`config.mk`:
```
export PLATFORM = sky130hd
export DESIGN_NAME = riscv_irq_arbiter
export DESIGN_NICKNAME = d
export VERILOG_FILES = /design/src/rtl/riscv_irq_arbiter.sv
export SDC_FILE = /design/constraint.sdc
export NUM_CORES = 1
export LEC_CHECK = 0
export ABC_AREA = 0
export ABC_CLOCK_PERIOD_IN_PS = 7500
export BUFFER_PORTS_ARGS = -buffer_cell sky130_fd_sc_hd__buf_2
export CELL_PAD_IN_SITES_DETAIL_PLACEMENT = 0
export CELL_PAD_IN_SITES_GLOBAL_PLACEMENT = 1
export CORE_MARGIN = 10
export CORE_UTILIZATION = 37
export CTS_BUF_LIST = sky130_fd_sc_hd__clkbuf_16
export CTS_CLUSTER_DIAMETER = 40
export DETAILED_ROUTE_END_ITERATION = 7
export PLACE_DENSITY = 0.9
export SYNTH_ARGS = -nofsm -noshare
export SYNTH_HDL_FRONTEND = slang
export SYNTH_SLANG_ARGS = --single-unit
```
`constraint.sdc`:
```
create_clock -name clk -period 7.5 [get_ports clk]
set_input_delay 0.75 -clock clk [delete_from_list [all_inputs] [get_ports clk]]
set_output_delay 0.75 -clock clk [all_outputs]
set_load 0.02 [all_outputs]
```
`src/rtl/riscv_irq_arbiter.sv`:
```
// riscv_irq_arbiter: 32-line level/edge interrupt capture, mask and priority arbitration into a single request.
// Optional RISCV_IRQ_SYNC_EN adds a 2-flop synchroniser on every interrupt line.
module riscv_irq_arbiter #(
  parameter int NUM_IRQ = 32
) (
  input  logic               clk,
  input  logic               rst_n,
  input  logic [NUM_IRQ-1:0] irq_lines_i,
  input  logic [NUM_IRQ-1:0] irq_edge_i,
  input  logic [NUM_IRQ-1:0] irq_mask_i,
  input  logic [NUM_IRQ-1:0] irq_sec_mask_i,
  input  logic               irq_ack_i,
  input  logic [4:0]         irq_ack_id_i,
  output logic               irq_o,
  output logic [4:0]         irq_id_o,
  output logic               irq_sec_o,
  output logic [NUM_IRQ-1:0] irq_pending_o
);
  typedef enum logic [1:0] {IDLE, REQ, ACKED} state_t;
  state_t state;
  logic [NUM_IRQ-1:0] lines, line_q, pend_q, pend_d, clr, elig;
  logic [4:0] win, id_q;
  logic sec_q, irq_q;
`ifdef RISCV_IRQ_SYNC_EN
  logic [NUM_IRQ-1:0] sync1_q, sync2_q;
  // two-flop synchroniser so lines may be asynchronous to clk
  always_ff @(posedge clk or negedge rst_n)
    if (!rst_n) begin
      sync1_q <= '0;
      sync2_q <= '0;
    end else begin
      sync1_q <= irq_lines_i;
      sync2_q <= sync1_q;
    end
  assign lines = sync2_q;
`else
  assign lines = irq_lines_i;
`endif
  assign clr = {{(NUM_IRQ-1){1'b0}}, irq_ack_i} << irq_ack_id_i;
  assign pend_d = (irq_edge_i & ((lines & ~line_q) | (pend_q & ~clr))) | (~irq_edge_i & lines);
  assign elig = pend_q & irq_mask_i;
  // highest-numbered eligible line wins
  always_comb begin
    win = '0;
    for (int i = 0; i < NUM_IRQ; i++)
      if (elig[i]) win = i[4:0];
  end
  // previous line sample and pending capture; a new edge beats a same-cycle ack
  always_ff @(posedge clk or negedge rst_n)
    if (!rst_n) begin
      line_q <= '0;
      pend_q <= '0;
    end else begin
      line_q <= lines;
      pend_q <= pend_d;
    end
  // request FSM with registered outputs; ack beats withdrawal, no preemption in REQ
  always_ff @(posedge clk or negedge rst_n)
    if (!rst_n) begin
      state <= IDLE;
      id_q  <= '0;
      sec_q <= 1'b0;
      irq_q <= 1'b0;
    end else begin
      case (state)
        IDLE:
          if (|elig) begin
            state <= REQ;
            id_q  <= win;
            sec_q <= irq_sec_mask_i[win];
            irq_q <= 1'b1;
          end
        REQ:
          if (irq_ack_i) begin
            state <= ACKED;
            sec_q <= 1'b0;
            irq_q <= 1'b0;
          end else if (!elig[id_q]) begin
            state <= IDLE;
            irq_q <= 1'b0;
          end
        default: begin
          state <= IDLE;
          sec_q <= 1'b0;
          irq_q <= 1'b0;
        end
      endcase
    end
  assign irq_o = irq_q;
  assign irq_id_o = id_q;
  assign irq_sec_o = sec_q;
  assign irq_pending_o = pend_q;
endmodule
```
==> metrics.csv, run 1 <==
stage,metric,value,unit
status,outcome,completed,
die,die_w,121,um
grt,grt_use_total,18.6,%
clock_network,clock_sinks,72,
pwr,switching_share,32.8,%
worst_setup_path,crit_type,in2reg,
grt,grt_overflow,0,
worst_setup_path,cp-end-kind,flop,
clock_network,htreeDepth,3,
detailed_routing,viasPerCell,5.60,
final_layout,syn_to_final_growth,35.2,%
logic_synthesis,yosysWarningCount,0,
timing,worstMarginPinSlew,897,ps
clock_network,postCtsHoldBufs,0,
timing,finalCritPeriodShare,41.1,%
timing,grt_setup_unrepaired,false,
grt,grt_max_degree,73,
final_layout,drive_above_1_share,37.1,%
pwr,switchingPower,0.432,mW
timing,relSlewSlack,39.7,%
timing,holdWs,513,ps
clock_network,tritoncts,done,
clock_network,cts-buffers-inserted,9,
detailed_routing,drc,0,
pwr,powerDensity,259,nW/um^2
timing,hold_viol_final,0,
die,core,9860,um^2
grt,met2_usage,31.6,%
worst_setup_path,crit_path_start,irq_mask_i[24],
hold_path,holdCritStartpoint,state[1],
hold_path,hold_class,reg2reg,
timing,fin_setup_tns,0,ps
logic_synthesis,synth_top_flop_cell,dfrtp_1,
grt,grt_use_met3,5.96,%
logic_synthesis,ys_async_sr_fraction,100,%
logic_synthesis,ys_ff_latch,72,
placement,gp_congestion,0.915,
logic_synthesis,yosys.cell_types.count,51,
die,start_util,38.3,%
logic_synthesis,avgSynthCellArea,10.2,um^2
logic_synthesis,synthesis.area,3770,um^2
grt,grt_pass1_vias,4117,
pwr,clkPwrFrac,34.5,%
timing,setup_viol,0,
worst_setup_path,cp-start-kind,input port,
detailed_routing,drt-total-wl,14000,um
final_layout,fin_util,51.7,%
die,ioPinCount,175,
die,rows,36,
pwr,sequentialPowerShare,38.1,%
clock_network,clkTransAtPathRegs,60,ps
logic_synthesis,ys_seq_area_share,47.7,%
clock_network,cts_resized,0,
grt,antenna_found_initial,2,
pwr,vdd_drop_max,0.138,mV
worst_setup_path,timing.rr.start,irq_pending_o[24],
final_layout,fin_nets,684,
detailed_routing,drtIter0Drc,218,
clock_network,clock_path_buffers,2,
worst_setup_path,worst_ep_arrival_time,3280,ps
pwr,intPower,0.887,mW
grt,grt_pass1_wl,21200,um
clock_network,cts_root_buffer,clkbuf_16,
placement,portBuffers,174,
timing,finalMaxSlewViolations,0,
grt,top_usage_layer,met2,
final_layout,instances_no_fill,687,
logic_synthesis,synthCells,371,
worst_setup_path,crit_path_max_fanout,12,
logic_synthesis,syn-num-nets,507,
placement,dp_hpwl,11600,um
detailed_routing,post_drt_wl_per_cell,20.4,um
detailed_routing,ant_nets,0,
detailed_routing,dr.pass1.iters,5,
worst_setup_path,cp_num_buf_inv,1,
worst_setup_path,crit_family,compound AO/OA/AOI/OAI gates,
pwr,power.leakage,2.31,nW
worst_setup_path,path_cells,"buf_2, nand2_2, a32o_1, a221o_1, a2111oi_4, nor2_2, mux4_2, a31o_1, a2111oi_2, a311oi_1",
pwr,combPwrFrac,27.4,%
worst_setup_path,max_stage_delay,460,ps
timing,skew,7.82,ps
timing,max_freq,325,MHz
clock_network,clock_latency,330,ps
flow_run,drv_cap,0,
clock_network,postCtsSetupBuffers,0,
worst_setup_path,cp.required,7700,ps
detailed_routing,num_vias,3845,
die,dieHeight,121,um
die,dieArea,14600,um^2
worst_setup_path,worst_path_max_delay_cell,mux4_2,
placement,dp_cells,670,
logic_synthesis,synth_edf_count,0,
timing,fin_crit,3080,ps
grt,grt_use_met1,21.5,%
==> final cells by class <==
cell class                 count  area (um^2)
tap                          133          166
antenna                        2         5.00
fill                         939         4760
clock inverter                 6         86.3
clock buffer                   9          225
multi-input combinational    287         1930
timing repair buffer         175          878
inverter                       3         11.3
sequential                    72         1800
==> power groups by stage <==
stage | sequential (mW) | combinational (mW) | clock [mW]
floorplan | 0.514 | 0.210 | 0
global placement | 0.506 | 0.357 | 0
detailed placement | 0.509 | 0.361 | 0
CTS | 0.503 | 0.363 | 0.462
global route | 0.512 | 0.394 | 0.481
finish | 0.502 | 0.361 | 0.456
==> kinds of logic after synthesis <==
logic type             Yosys count  synth area share [%]
and+or+nand+nor                165                  19.5
muxes                           17                  7.99
AOI/OAI and AO/OA              105                  23.6
buffers and inverters           12                  1.19
DFF                             72                  47.7
==> per-layer routing <==
metal / vias up / wire (um)
li1: 1794 / -
met1: 1883 / 5680
met2: 144 / 7020
met3: 24 / 955
met4: 0 / 323
met5: - / 0
==> worst paths after layout <==
| check | slack, ps | depth (start not counted) | endpoint |
|---|---|---|---|
| worst max-delay path | 4420 | 10 | irq_sec_o |
| worst min-delay path | 510 | 1 | state[0] |
| worst max register to register | 4480 | 9 | irq_sec_o |
| worst min register to register | 510 | 1 | state[0] |
| max in group asynchronous | 6290 | 2 | line_q[27] |
| min in group asynchronous | 630 | 2 | irq_pending_o[10] |
==> registers in the layout (all words and copies together), names as in the netlist <==
signal         flops
irq_id_o           5
irq_sec_o          1
state              2
irq_pending_o     32
line_q            32
==> cell usage after synthesis (7+ instances only) <==
cell,count,area (um^2)
clkbuf_1,8,30.0
nor2_1,11,41.3
nand3_1,30,150
nor2b_1,7,43.8
o21ai_1,8,40.0
nand2_1,94,353
dfrtp_1,72,1800
o211ai_1,9,67.6
a32o_1,37,370
a22oi_1,10,75.1
mux4_2,9,203
a21oi_1,7,35.0
==> cell usage in the layout, fill, tap and decap left out, drive strengths merged, types with 3 or more instances in the layout <==
cell,count
buf,175
nand2,95
dfrtp,72
a32o,37
nand3,30
nor2,12
o21ai,12
a22oi,10
mux4,10
o211ai,9
clkbuf,9
nor2b,7
a21oi,7
and3,6
a22o,6
mux2i,5
nor3,4
inv,4
a211o,3
a31oi,3
clkinvlp,3
==> through the flow <==
step,area [um^2],power (mW),setup WS [ps]
after detailed placement,4780,0.871,4060
after CTS,5100,1.33,4410
after floorplan,3770,0.724,4530
final,5100,1.32,4420
after global placement,4780,0.863,4110
after global routing,5100,1.39,4180
Note: power is estimated with default switching activity, not from simulation.
==> run 2, diff against run 1 <==
--- a/config.mk
+++ b/config.mk
@@ -6,16 +6,16 @@
 export NUM_CORES = 1
 export LEC_CHECK = 0
 export ABC_AREA = 0
-export ABC_CLOCK_PERIOD_IN_PS = 7500
+export ABC_CLOCK_PERIOD_IN_PS = 3000
 export BUFFER_PORTS_ARGS = -buffer_cell sky130_fd_sc_hd__buf_2
 export CELL_PAD_IN_SITES_DETAIL_PLACEMENT = 0
 export CELL_PAD_IN_SITES_GLOBAL_PLACEMENT = 1
 export CORE_MARGIN = 10
-export CORE_UTILIZATION = 37
+export CORE_UTILIZATION = 34
 export CTS_BUF_LIST = sky130_fd_sc_hd__clkbuf_16
 export CTS_CLUSTER_DIAMETER = 40
 export DETAILED_ROUTE_END_ITERATION = 7
-export PLACE_DENSITY = 0.9
+export PLACE_DENSITY = 0.84
 export SYNTH_ARGS = -nofsm -noshare
 export SYNTH_HDL_FRONTEND = slang
 export SYNTH_SLANG_ARGS = --single-unit
==> constraint.sdc (replaced) <==
create_clock -name clk -period 3 [get_ports clk]
set_input_delay 0.3 -clock clk [delete_from_list [all_inputs] [get_ports clk]]
set_output_delay 0.3 -clock clk [all_outputs]
set_load 0.02 [all_outputs]
==> run 2 against run 1 <==
Compared with the run above: final area rose by 1.6%; routed wire length increased by 4.9%; cell count is 2.0% higher; sequential power increased by 140%.
==> metrics.csv, run 2 (synthesis gave the netlist of run 1 again) <==
stage,metric,value,unit
die,dieHeight,125,um
clock_network,clock_sinks,72,
worst_setup_path,timing.rr.start,irq_pending_o[24],
final_layout,final_cell_mix,"173 x buf_2, 94 x nand2_1, 72 x dfrtp_1",
grt,grt_use_total,18.1,%
die,rows,38,
timing,finalMaxSlewViolations,0,
timing,setup_viol,0,
die,core,10800,um^2
die,die_w,125,um
worst_setup_path,max_stage_delay,420,ps
detailed_routing,wl_met1,6110,um
timing,fin_setup_tns,0,ps
detailed_routing,dr.pass1.iters,5,
final_layout,final_common_cell,buf_2,
hold_path,hold_end,line_q[12],
final_layout,fin_nets,690,
worst_setup_path,worst_ep_arrival_time,2910,ps
clock_network,postCtsSetupBuffers,0,
hold_path,holdCritStartpoint,irq_lines_i[12],
detailed_routing,drc,0,
clock_network,postCtsHoldBufs,0,
timing,max_freq,370,MHz
placement,dp_hpwl,12200,um
worst_setup_path,crit_path_max_fanout,6,
timing,relSlewSlack,39.2,%
clock_network,cts-buffers-inserted,9,
detailed_routing,num_vias,3838,
placement,gp_congestion,0.872,
worst_setup_path,cp.required,3210,ps
worst_setup_path,r2r_setup_slack,300,ps
hold_path,whs_path_depth,1,
die,dieArea,15700,um^2
detailed_routing,ant_nets,0,
timing,worstMarginPinSlew,912,ps
pwr,powerDensity,659,nW/um^2
timing,skew,1.98,ps
worst_setup_path,worstRegToRegCells,9,
grt,grt_max_degree,73,
worst_setup_path,cp-end-kind,flop,
clock_network,clock_path_buffers,2,
final_layout,drive_above_1_share,37.7,%
detailed_routing,wl_met3,1050,um
hold_path,hold_class,in2reg,
grt,grt_pass1_vias,4171,
detailed_routing,viasPerCell,5.48,
clock_network,cts_root_buffer,clkbuf_16,
timing,hold_viol_final,0,
flow_run,drv_cap,0,
final_layout,num-fill-cells,1052,
placement,portBuffers,174,
clock_network,htreeDepth,3,
worst_setup_path,worst_path_max_delay_cell,mux4_2,
timing,grt_setup_unrepaired,false,
worst_setup_path,cp-start-kind,flop,
final_layout,fin_area,5180,um^2
worst_setup_path,path_cells,"nand2_2, a32o_1, a221o_1, a2111oi_4, nor2_2, mux4_2, a31o_1, a2111oi_2, a311oi_1",
detailed_routing,post_drt_wl_per_cell,20.9,um
grt,antenna_found_initial,2,
die,ioPinCount,175,
pwr,power.leakage,2.36,nW
placement,postPlaceCellArea,4840,um^2
worst_setup_path,r2r-end,irq_sec_o,
detailed_routing,met2_length,7260,um
detailed_routing,top_layer_used,met4,
die,start_util,34.8,%
clock_network,clkTransAtPathRegs,60,ps
clock_network,cts_resized,0,
grt,grt_overflow,0,
status,outcome,completed,
detailed_routing,drt-total-wl,14700,um
pwr,vdd_drop_max,0.352,mV
timing,finalCritPeriodShare,90.0,%
grt,grt_pass1_wl,22300,um
clock_network,tritoncts,done,
clock_network,clock_latency,340,ps
timing,fin_crit,2700,ps
worst_setup_path,crit_type,reg2reg,
final_layout,syn_to_final_growth,37.3,%
detailed_routing,drtIter0Drc,332,
[run 2: stage by stage]
step                      utilization, %  power (mW)  hold WS (ps)  setup slack, ps  instances
after floorplan                        -        1.81          4.41              275        371
after global placement              44.7        2.21           423              369        683
after detailed placement            44.7        2.23           424              292        683
after CTS                           47.7        3.45          63.6              290        699
after global routing                47.8        3.60          57.5             94.7        701
final                               47.8        3.42          73.1              300        701
[run 2: worst max-delay path by stage]
stage | from | to | slack (ps) | depth (start not counted)
3_5_place_dp | irq_mask_i[24] | irq_sec_o | 290 | 10
6_report | irq_pending_o[24] | irq_sec_o | 300 | 9
2_1_floorplan | irq_pending_o[24] | irq_sec_o | 270 | 9
5_1_grt | irq_pending_o[28] | irq_sec_o | 90 | 9
4_1_cts | irq_pending_o[24] | irq_sec_o | 290 | 9
3_3_place_gp | irq_mask_i[24] | irq_sec_o | 370 | 10
[run 2: routing by layer]
| metal | global-route usage (%) | vias up |
|---|---|---|
| met3 | 6.46 | 17 |
| met1 | 21.0 | 1858 |
| met5 | 0 | - |
| li1 | - | 1818 |
| met2 | 30.5 | 145 |
| met4 | 5.69 | 0 |
[run 2: final cells by class]
cell class,count,area [um^2],area share (%)
clock inverters,7,110,2.13
diodes,2,5.00,0.0966
inverters,3,11.3,0.217
flip-flops and latches,72,1800,34.8
well taps,140,175,3.38
repair buffers,181,926,17.9
multi-input cells,287,1930,37.2
clock buffers,9,225,4.35
[run 2: worst max-delay path, delay by kind of cell, from the launching register on]
| kind | cells | cell delay (ps) |
|---|---|---|
| AO/OA/AOI/OAI | 6 | 1530 |
| multiplexers | 1 | 420 |
| AND/OR/NAND/NOR | 2 | 240 |
| flip-flops | 1 | 380 |
[run 2: power by group]
part / internal (mW) / switching, mW / total, mW
clock network: 0.804 / 0.409 / 1.21
logic: 0.446 / 0.538 / 0.984
registers: 1.08 / 0.140 / 1.22
==> run 3, diff against run 2 <==
--- a/config.mk
+++ b/config.mk
@@ -15,7 +15,7 @@
 export CTS_BUF_LIST = sky130_fd_sc_hd__clkbuf_16
 export CTS_CLUSTER_DIAMETER = 40
 export DETAILED_ROUTE_END_ITERATION = 7
-export PLACE_DENSITY = 0.84
+export PLACE_DENSITY_LB_ADDON = 0.1
 export SYNTH_ARGS = -nofsm -noshare
 export SYNTH_HDL_FRONTEND = slang
 export SYNTH_SLANG_ARGS = --single-unit
==> run 3 against run 2 <==
Compared with the run above: sequential share of layout area increased by 0.29 points; final area down 0.82%; power is 4.1% lower; largest power group unchanged; core utilization fell by 0.39 points; flip-flop and latch count unchanged.
==> metrics.csv, run 3 (synthesis gave the netlist of run 1 again) <==
stage,metric,value,unit
status,outcome,completed,
timing,hold_viol_final,0,
pwr,powerDensity,637,nW/um^2
final_layout,num-fill-cells,1080,
clock_network,postCtsSetupBuffers,0,
worst_setup_path,cp.required,3200,ps
detailed_routing,viasPerCell,5.48,
detailed_routing,dr.pass1.iters,5,
clock_network,postCtsHoldBufs,0,
grt,grt_overflow,0,
timing,fin_crit,2710,ps
clock_network,cts_resized,0,
pwr,power.leakage,2.34,nW
detailed_routing,ant_nets,0,
timing,grt_setup_unrepaired,false,
placement,portBuffers,174,
detailed_routing,post_drt_wl_per_cell,21.3,um
detailed_routing,drtIter0Drc,260,
timing,fin_setup_tns,0,ps
clock_network,clock_path_buffers,2,
clock_network,cts-buffers-inserted,9,
clock_network,clkTransAtPathRegs,60,ps
final_layout,ff_latch_area,1800,um^2
final_layout,fin_util,47.4,%
final_layout,fin_nets,690,
timing,relSlewSlack,39.2,%
die,rows,38,
grt,grt_max_degree,73,
grt,grt_pass1_vias,4157,
timing,max_freq,369,MHz
timing,finalMaxSlewViolations,0,
hold_path,hold_class,in2reg,
die,ioPinCount,175,
worst_setup_path,worst_ep_arrival_time,2910,ps
timing,skew,4.83,ps
die,die_w,125,um
clock_network,clock_sinks,72,
die,dieArea,15700,um^2
final_layout,drive_above_1_share,38.0,%
placement,dp_hpwl,12300,um
final_layout,final_cell_mix,"173 x buf_2, 94 x nand2_1, 72 x dfrtp_1",
worst_setup_path,cp-start-kind,flop,
placement,gp_congestion,0.876,
die,dieHeight,125,um
flow_run,drv_cap,0,
detailed_routing,drc,0,
pwr,vdd_drop_max,0.444,mV
detailed_routing,drt-total-wl,14900,um
final_layout,multi_input_area,1930,um^2
final_layout,instances_no_fill,700,
clock_network,tritoncts,done,
grt,antenna_found_initial,3,
worst_setup_path,worstRegToRegCells,9,
clock_network,cts_root_buffer,clkbuf_16,
hold_path,whs_path_depth,1,
timing,setup_viol,0,
grt,grt_use_total,18.4,%
worst_setup_path,crit_type,reg2reg,
final_layout,syn_to_final_growth,36.2,%
detailed_routing,num_vias,3838,
grt,grt_pass1_wl,22900,um
worst_setup_path,crit_path_max_fanout,6,
timing,fin_ws,287,ps
die,start_util,34.8,%
placement,place_ws,284,ps
clock_network,clock_latency,340,ps
die,core,10800,um^2
timing,worstMarginPinSlew,912,ps
worst_setup_path,cp-end-kind,flop,
clock_network,htreeDepth,3,
placement,dp_cells,683,
timing,finalCritPeriodShare,90.4,%
final_layout,final_common_cell,buf_2,
-- run 3: stage by stage --
stage	area [um^2]	power, mW	hold WS, ps
finish	5140	3.27	78.4
global route	5140	3.43	71.2
CTS	5130	3.30	67.6
detailed placement	4840	2.22	423
global placement	4840	2.21	422
floorplan	3770	1.81	4.41
-- run 3: power breakdown --
group	switching, mW	internal (mW)
sequential	0.161	1.08
combinational	0.522	0.439
clock	0.431	0.643
-- run 3: worst max-delay path, cell delays in order (launching register included) --
cell	delay, ps
dfrtp_1	370
nand2_2	150
a32o_1	300
a221o_1	370
a2111oi_4	240
nor2_2	100
mux4_2	420
a31o_1	240
a2111oi_2	290
a311oi_1	90
-- run 3: final timing paths --
check | from | to | slack, ps
worst max-delay path | irq_pending_o[24] | irq_sec_o | 290
max in group asynchronous | rst_n | line_q[25] | 2310
worst max register to register | irq_pending_o[24] | irq_sec_o | 290
worst min-delay path | irq_lines_i[12] | line_q[12] | 80
worst min register to register | state[1] | state[0] | 520
min in group asynchronous | rst_n | line_q[8] | 90
-- run 3: final cells by class --
type,instances,share of cell area [%]
Multi-Input combinational cell,287,37.5
Sequential cell,72,35.1
Timing Repair Buffer,181,18.0
Clock buffer,9,4.38
Tap cell,140,3.41
Clock inverter,6,1.31
Inverter,3,0.219
Antenna cell,2,0.0974
-- run 3: routing by layer --
layer | track usage, % | vias to the layer above | share of wire, %
met1 | 21.3 | 1887 | 41
li1 | - | 1807 | -
met3 | 6.42 | 20 | 7.3
met4 | 5.76 | 2 | 1.6
met2 | 31.3 | 122 | 50
met5 | 0 | - | 0.074
